===== config.mk =====
export PLATFORM = sky130hd
export DESIGN_NAME = instr_prefetch_unit
export DESIGN_NICKNAME = d
export VERILOG_FILES = /design/src/rtl/fetch_pkg.sv /design/src/rtl/instr_prefetch_unit_sync_fifo.sv /design/src/rtl/instr_prefetch_unit.sv
export SDC_FILE = /design/constraint.sdc
export NUM_CORES = 1
export LEC_CHECK = 0
export ABC_AREA = 1
export BUFFER_PORTS_ARGS = -buffer_cell sky130_fd_sc_hd__buf_4
export CAP_MARGIN = 20
export CORE_UTILIZATION = 55
export CTS_CLUSTER_DIAMETER = 50
export DETAILED_ROUTE_END_ITERATION = 12
export PLACE_DENSITY = 0.8
export SLEW_MARGIN = 20
export SYNTH_ARGS = -nofsm -noshare
export SYNTH_HDL_FRONTEND = slang
export SYNTH_SLANG_ARGS = --single-unit

===== constraint.sdc =====
create_clock -name clk -period 10.38 [get_ports clk]
set_input_delay 1.557 -clock clk [delete_from_list [all_inputs] [get_ports clk]]
set_output_delay 1.557 -clock clk [all_outputs]
set_load 0.005 [all_outputs]

===== src/rtl/fetch_pkg.sv =====
// Shared types and constants for the instruction prefetch unit.
package fetch_pkg;

    localparam logic [31:0] RESET_PC_DEFAULT = 32'h0000_0000;
    localparam logic [31:0] INSTR_BYTES      = 32'd4;

    typedef enum logic {
        RUN  = 1'b0,
        HALT = 1'b1
    } fetch_state_t;

    typedef struct packed {
        logic        err;
        logic [31:0] addr;
        logic [31:0] instr;
    } fetch_entry_t;

    function automatic logic misaligned(input logic [31:0] addr);
        return addr[1:0] != 2'b00;
    endfunction

endpackage


===== src/rtl/instr_prefetch_unit_sync_fifo.sv =====
// Synchronous FIFO with flush, used for the prefetch queue and the address tag queue.
module sync_fifo #(
    parameter int WIDTH = 32,
    parameter int DEPTH = 4
) (
    input  logic                   clk,
    input  logic                   reset,
    input  logic                   i_push,
    input  logic                   i_pop,
    input  logic                   i_flush,
    input  logic [WIDTH-1:0]       i_data,
    output logic [WIDTH-1:0]       o_data,
    output logic                   o_full,
    output logic                   o_empty,
    output logic [$clog2(DEPTH):0] o_count
);
    localparam int PW = $clog2(DEPTH);

    logic [WIDTH-1:0] r_mem [DEPTH];
    logic [PW-1:0]    r_wptr;
    logic [PW-1:0]    r_rptr;
    logic [PW:0]      r_count;
    logic             w_push;
    logic             w_pop;

    assign o_full  = (r_count == (PW+1)'(DEPTH));
    assign o_empty = (r_count == {(PW+1){1'b0}});
    assign o_count = r_count;
    assign o_data  = r_mem[r_rptr];
    assign w_pop   = i_pop && !o_empty;
    assign w_push  = i_push && (!o_full || w_pop);

    // Storage array; contents are don't-care until written.
    always_ff @(posedge clk) begin
        if (reset && !i_flush && w_push) begin
            r_mem[r_wptr] <= i_data;
        end
    end

    // Pointers and occupancy.
    always_ff @(posedge clk) begin
        if (!reset || i_flush) begin
            r_wptr  <= {PW{1'b0}};
            r_rptr  <= {PW{1'b0}};
            r_count <= {(PW+1){1'b0}};
        end else begin
            if (w_push) r_wptr <= r_wptr + PW'(1);
            if (w_pop)  r_rptr <= r_rptr + PW'(1);
            case ({w_push, w_pop})
                2'b10:   r_count <= r_count + (PW+1)'(1);
                2'b01:   r_count <= r_count - (PW+1)'(1);
                default: r_count <= r_count;
            endcase
        end
    end

endmodule


===== src/rtl/instr_prefetch_unit.sv =====
// Instruction prefetch unit: issues in-order fetches, queues responses for decode,
// handles execute redirects by dropping in-flight responses, and halts on a fault.
module instr_prefetch_unit
    import fetch_pkg::*;
#(
    parameter int          DEPTH    = 4,
    parameter logic [31:0] RESET_PC = RESET_PC_DEFAULT
) (
    input  logic        clk,
    input  logic        reset,
    output logic        imem_req_valid,
    input  logic        imem_req_ready,
    output logic [31:0] imem_req_addr,
    input  logic        imem_rsp_valid,
    input  logic [31:0] imem_rsp_data,
    input  logic        imem_rsp_err,
    output logic [31:0] komut,
    output logic [31:0] pc,
    output logic        komut_valid,
    input  logic        komut_ready,
    input  logic        pc_update,
    input  logic [31:0] pc_new,
    output logic        hata
);
    localparam int            CW     = $clog2(DEPTH) + 1;
    localparam logic [CW-1:0] ZERO   = {CW{1'b0}};
    localparam logic [CW:0]   DEPTH_L = (CW+1)'(DEPTH);

    fetch_state_t  r_state;
    logic          r_hata;
    logic          r_req_valid;
    logic [31:0]   r_fpc;
    logic [31:0]   r_target;
    logic          r_stale;
    logic [CW-1:0] r_out;
    logic [CW-1:0] r_drop;

    fetch_entry_t  w_head;
    fetch_entry_t  w_entry;
    logic [$bits(fetch_entry_t)-1:0] w_q_data;
    logic [CW-1:0] w_q_count;
    logic [CW-1:0] w_t_count;
    logic [31:0]   w_tag;
    logic          w_q_empty, w_q_full, w_t_empty, w_t_full;
    logic          w_run, w_accept, w_redirect, w_push, w_pop, w_head_ok, w_fault;
    logic [CW-1:0] w_out_next, w_count_next, w_drop_next;
    logic [31:0]   w_fpc_next;
    logic          w_stale_next;
    logic          w_unused;

    assign w_run      = (r_state == RUN);
    assign w_accept   = r_req_valid && imem_req_ready;
    assign w_redirect = pc_update && w_run;
    assign w_push     = imem_rsp_valid && (r_drop == ZERO) && w_run && !w_redirect;
    assign w_head     = fetch_entry_t'(w_q_data);
    assign w_head_ok  = !w_q_empty && !w_head.err && w_run;
    assign w_pop      = w_head_ok && komut_ready;
    assign w_fault    = w_run && ((w_redirect && misaligned(pc_new)) ||
                                  (!w_q_empty && w_head.err));
    assign w_entry    = '{err: imem_rsp_err, addr: w_tag, instr: imem_rsp_data};
    assign w_unused   = &{1'b0, w_q_full, w_t_full, w_t_empty, w_t_count};

    sync_fifo #(.WIDTH($bits(fetch_entry_t)), .DEPTH(DEPTH)) u_queue (
        .clk     (clk),
        .reset   (reset),
        .i_push  (w_push),
        .i_pop   (w_pop),
        .i_flush (w_redirect),
        .i_data  (w_entry),
        .o_data  (w_q_data),
        .o_full  (w_q_full),
        .o_empty (w_q_empty),
        .o_count (w_q_count)
    );

    // Tag queue remembers each accepted address so responses can be labelled in order.
    sync_fifo #(.WIDTH(32), .DEPTH(DEPTH)) u_tags (
        .clk     (clk),
        .reset   (reset),
        .i_push  (w_accept),
        .i_pop   (imem_rsp_valid),
        .i_flush (1'b0),
        .i_data  (r_fpc),
        .o_data  (w_tag),
        .o_full  (w_t_full),
        .o_empty (w_t_empty),
        .o_count (w_t_count)
    );

    // Next-state for counters and fetch address; a stalled request keeps its address.
    always_comb begin
        w_out_next = r_out + {{(CW-1){1'b0}}, w_accept} - {{(CW-1){1'b0}}, imem_rsp_valid};
        if (w_redirect) begin
            w_count_next = ZERO;
            w_drop_next  = w_out_next;
            w_stale_next = r_req_valid && !imem_req_ready;
            w_fpc_next   = w_stale_next ? r_fpc : pc_new;
        end else begin
            w_count_next = w_q_count + {{(CW-1){1'b0}}, w_push} - {{(CW-1){1'b0}}, w_pop};
            w_drop_next  = r_drop - {{(CW-1){1'b0}}, (imem_rsp_valid && r_drop != ZERO)}
                                  + {{(CW-1){1'b0}}, (w_accept && r_stale)};
            w_stale_next = w_accept ? 1'b0 : r_stale;
            if (w_accept) begin
                w_fpc_next = r_stale ? r_target : r_fpc + INSTR_BYTES;
            end else begin
                w_fpc_next = r_fpc;
            end
        end
    end

    // Datapath registers and the registered request-valid.
    always_ff @(posedge clk) begin
        if (!reset) begin
            r_fpc       <= RESET_PC;
            r_target    <= RESET_PC;
            r_stale     <= 1'b0;
            r_out       <= ZERO;
            r_drop      <= ZERO;
            r_req_valid <= 1'b0;
        end else begin
            r_fpc       <= w_fpc_next;
            r_stale     <= w_stale_next;
            r_out       <= w_out_next;
            r_drop      <= w_drop_next;
            r_req_valid <= w_run && !w_fault &&
                           (({1'b0, w_count_next} + {1'b0, w_out_next}) < DEPTH_L);
            if (w_redirect) r_target <= pc_new;
        end
    end

    // Fault FSM: only reset leaves HALT.
    always_ff @(posedge clk) begin
        if (!reset) begin
            r_state <= RUN;
            r_hata  <= 1'b0;
        end else begin
            case (r_state)
                RUN: begin
                    if (w_fault) begin
                        r_state <= HALT;
                        r_hata  <= 1'b1;
                    end
                end
                HALT: begin
                    r_state <= HALT;
                    r_hata  <= 1'b1;
                end
                default: begin
                    r_state <= HALT;
                    r_hata  <= 1'b1;
                end
            endcase
        end
    end

    assign imem_req_valid = r_req_valid;
    assign imem_req_addr  = r_fpc;
    assign komut_valid    = w_head_ok;
    assign komut          = w_head_ok ? w_head.instr : 32'h0000_0000;
    assign pc             = w_head_ok ? w_head.addr  : 32'h0000_0000;
    assign hata           = r_hata;

endmodule


==> flow_metrics.tcl <==
set metrics [dict create \
    status "finished, final reports clean" \
    core_region_area_mm2 0.0355 \
    die_area_mm2 0.0367 \
    nFillCells 2587 \
    yosysTopAreaCell "edfxtp_1" \
    holdWs_ps 461 \
    rsz0062_at_grt "false" \
    antenna_found_initial 0 \
    syn_nets 1913 \
    worst_path_max_delay_cell "buf_4" \
    clk_pin_slew_ps 60 \
    clkLatencyLatePin_ps 560 \
    power_w 0.00474 \
    drt-total-wl_um 44200 \
    cp-end-kind "primary output" \
    synth_top_area_frac 0.589 \
    worstPathArrival_ps 3010 \
    fin_crit_ps 4570 \
    final_util 0.646 \
    place_hpwl_um 25700 \
    relSlewSlack 0.292 \
    yosys-top-cells-area "edfxtp_1 59%, dfxtp_1 9.3%, nor2_1 7.0%, o21ai_0 6.7%, a21oi_1 3.6%" \
    io_pins 170 \
    vias_per_cell 5.74 \
    die_h_um 192 \
    cts_sinks 480 \
    cts_buffers 49 \
    maxSlewViolCount 0 \
    postCtsResizedCells 0 \
    grt_usage 0.239 \
    cpPeakStageDelay_ps 660 \
    grt_pass1_vias 13300 \
    die_w_um 192 \
    drc 0 \
    ctsHoldBuffers 0 \
    worstPathCellList "buf_4, inv_2, nand3_1, nand2_1, nand2_2, buf_4, a21oi_1, buf_4" \
    globalplace.congestion 0.884 \
    fin_tns_setup_ps 0 \
    synth-edff-count 388 \
    crit_family "buffers and inverters" \
    wire_per_inst_um 18.0 \
    postSynthCellCount 1820 \
    hold_viol 0 \
    worst_pin_slew_ps 1060 \
    grt_pass1_wl_um 68200 \
    worstHoldPathType "reg2reg" \
    drt_pass1_iterations 6 \
    cp_max_fo 66 \
    cts_root_buf "clkbuf_16" \
    diodes 0 \
    netlist_area_mm2 0.0198 \
    synth_seq_cells 480 \
    nets 2051 \
    critPathLaunchType "flip-flop" \
    power.density_mw_per_mm2 207 \
    drtAntennaViolNets 0 \
    syn_area_per_cell_um2 10.9 \
    path_common_cell "buf_4" \
    yosysSeqAreaShare 0.682 \
    cp.required_ps 8820 \
    ys_types 36 \
    peakVddDrop_mv 0.251 \
    drv_cap 0 \
    synthToLayoutAreaGrowth_pct 16.0 \
    port_buffers 169 \
    tritoncts "done" \
    clock.fmax_mhz 219 \
    start_util 0.557 \
    finClkSkew_ps 22.3 \
    synth_warnings 0 \
    critical_path_class "reg2out" \
    cts_buffer_depth 3 \
    path_buf_inv 4 \
    vias 14100 \
    fp-row-count 69 \
    post-route-period-util 0.440 \
    overflow 0 \
    final_layout_size_suffix_gt1_frac 0.149 \
    leakage_nw 8.36 \
    htree_levels 2 \
    ys_async_sr_fraction 0 \
    grt_max_degree 129 \
    ys.flop_type "edfxtp_1" \
    cts_setup_buffers 0 \
    drt_iter0_markers 1326 \
    setup_viol 0 \
]
[metrics by stage]
step	setup WS [ps]	area [µm²]	instances
6_report	5810	22900	2456
3_5_place_dp	5480	21400	2368
2_1_floorplan	4950	19800	1820
5_1_grt	5620	22900	2456
4_1_cts	5770	22900	2456
3_3_place_gp	5570	21400	2367
[power breakdown]
group | internal [W] | switching (W)
Sequential | 0.00226 | 0.000137
Combinational | 0.000232 | 0.000439
Clock | 0.000975 | 0.000699
[sequential cells by signal (all words and copies together), names as in the netlist, 3 cells and up, named ones only]
| name | flops |
|---|---|
| r_out | 3 |
| r_target | 32 |
| u_tags.o_count | 3 |
| u_tags.r_mem | 128 |
| r_drop | 3 |
| u_queue.o_count | 3 |
| u_queue.r_mem | 260 |
| imem_req_addr | 32 |
[cell usage after synthesis, types with 2 or more instances]
master    instances
o22ai_1          39
nand3_1          53
o21ai_0         265
clkbuf_1         52
nor2_2           10
inv_1           101
o221ai_1          2
dfxtp_1          92
a21oi_1         143
buf_1            20
o211ai_1          6
nand2_1         147
xor2_1            7
nor3_1           11
ha_1             17
buf_2            28
nor2_1          370
nand2_4           3
nand4_1          11
edfxtp_1        388
nand3b_1          2
nand2_2           7
a31oi_1          10
nor2_4            2
inv_2             4
nor2_8            2
fa_1              5
o21ai_1          15
[worst paths after layout]
path                                   from                         to  slack (ps)  cells after the start
setup / recovery                  flip-flop                     pc[18]        5810                      8
hold / removal    r_target[22]$_SDFFE_PN0P_  r_target[22]$_SDFFE_PN0P_         460                      2
setup reg to reg                  flip-flop  imem_req_valid$_SDFF_PN0_        6380                     17
hold reg to reg   r_target[22]$_SDFFE_PN0P_  r_target[22]$_SDFFE_PN0P_         460                      2
[kinds of logic (layout without fill, tap and decap cells)]
kind of cell / count (synthesis) / after routing / synth area share
DFF: 480 / 480 / 0.682
xor gates and xnor gates: 8 / 8 / 0.00354
and+or+nand+nor: 623 / 623 / 0.131
buffers and inverters: 206 / 381 / 0.0409
AOI/OAI and AO/OA: 481 / 481 / 0.126
adders and majority gates: 22 / 22 / 0.0158
[routing by layer]
metal / share of wire / wire, µm / up-vias / GRT usage
met2: 0.47 / 20900 / 618 / 0.391
met5: 0 / 0 / - / 0
met1: 0.42 / 18700 / 6744 / 0.327
met3: 0.079 / 3500 / 86 / 0.0342
li1: - / - / 6645 / -
met4: 0.026 / 1130 / 0 / 0.0833
[layout make-up]
cell class                 instances  area [µm²]  area share
sequential                       480       13500       0.589
multi-input combinational       1134        5520       0.241
timing repair buffer             187        1420      0.0617
clock buffer                      62        1280      0.0560
tap                              461         577      0.0252
inverter                         106         398      0.0174
clock inverter                    26         238      0.0104
[layout by cell type, fill, tap and decap left out, types with 3 or more instances in the layout]
master     count
nand2_2        7
o21ai_0      265
nor2_4         7
a31oi_1       10
o21ai_1       15
a21oi_1      143
edfxtp_1     388
inv_6          3
nor3_1        11
nor2_1       362
nand4_1       11
buf_4        185
xor2_1         7
ha_1          17
nand2_4        3
nand3_1       53
clkinv_2       6
o211ai_1       6
o22ai_1       39
bufinv_16      4
clkinv_1      11
fa_1           5
nand2_1      147
dfxtp_1       89
clkbuf_1      12
inv_1        100
inv_2          5
clkbuf_16     49
nor2_2        13
[worst register-to-register path, delay by kind of cell (launching register included)]
| family | cells | cell delay (ps) |
|---|---|---|
| flip-flops | 1 | 320 |
| adder cells (fa/ha/maj) | 4 | 1130 |
| buffers and inverters | 4 | 1410 |
| AND/OR/NAND/NOR | 6 | 730 |
| AO/OA/AOI/OAI | 3 | 330 |
Note: power is estimated with default switching activity, not from simulation.
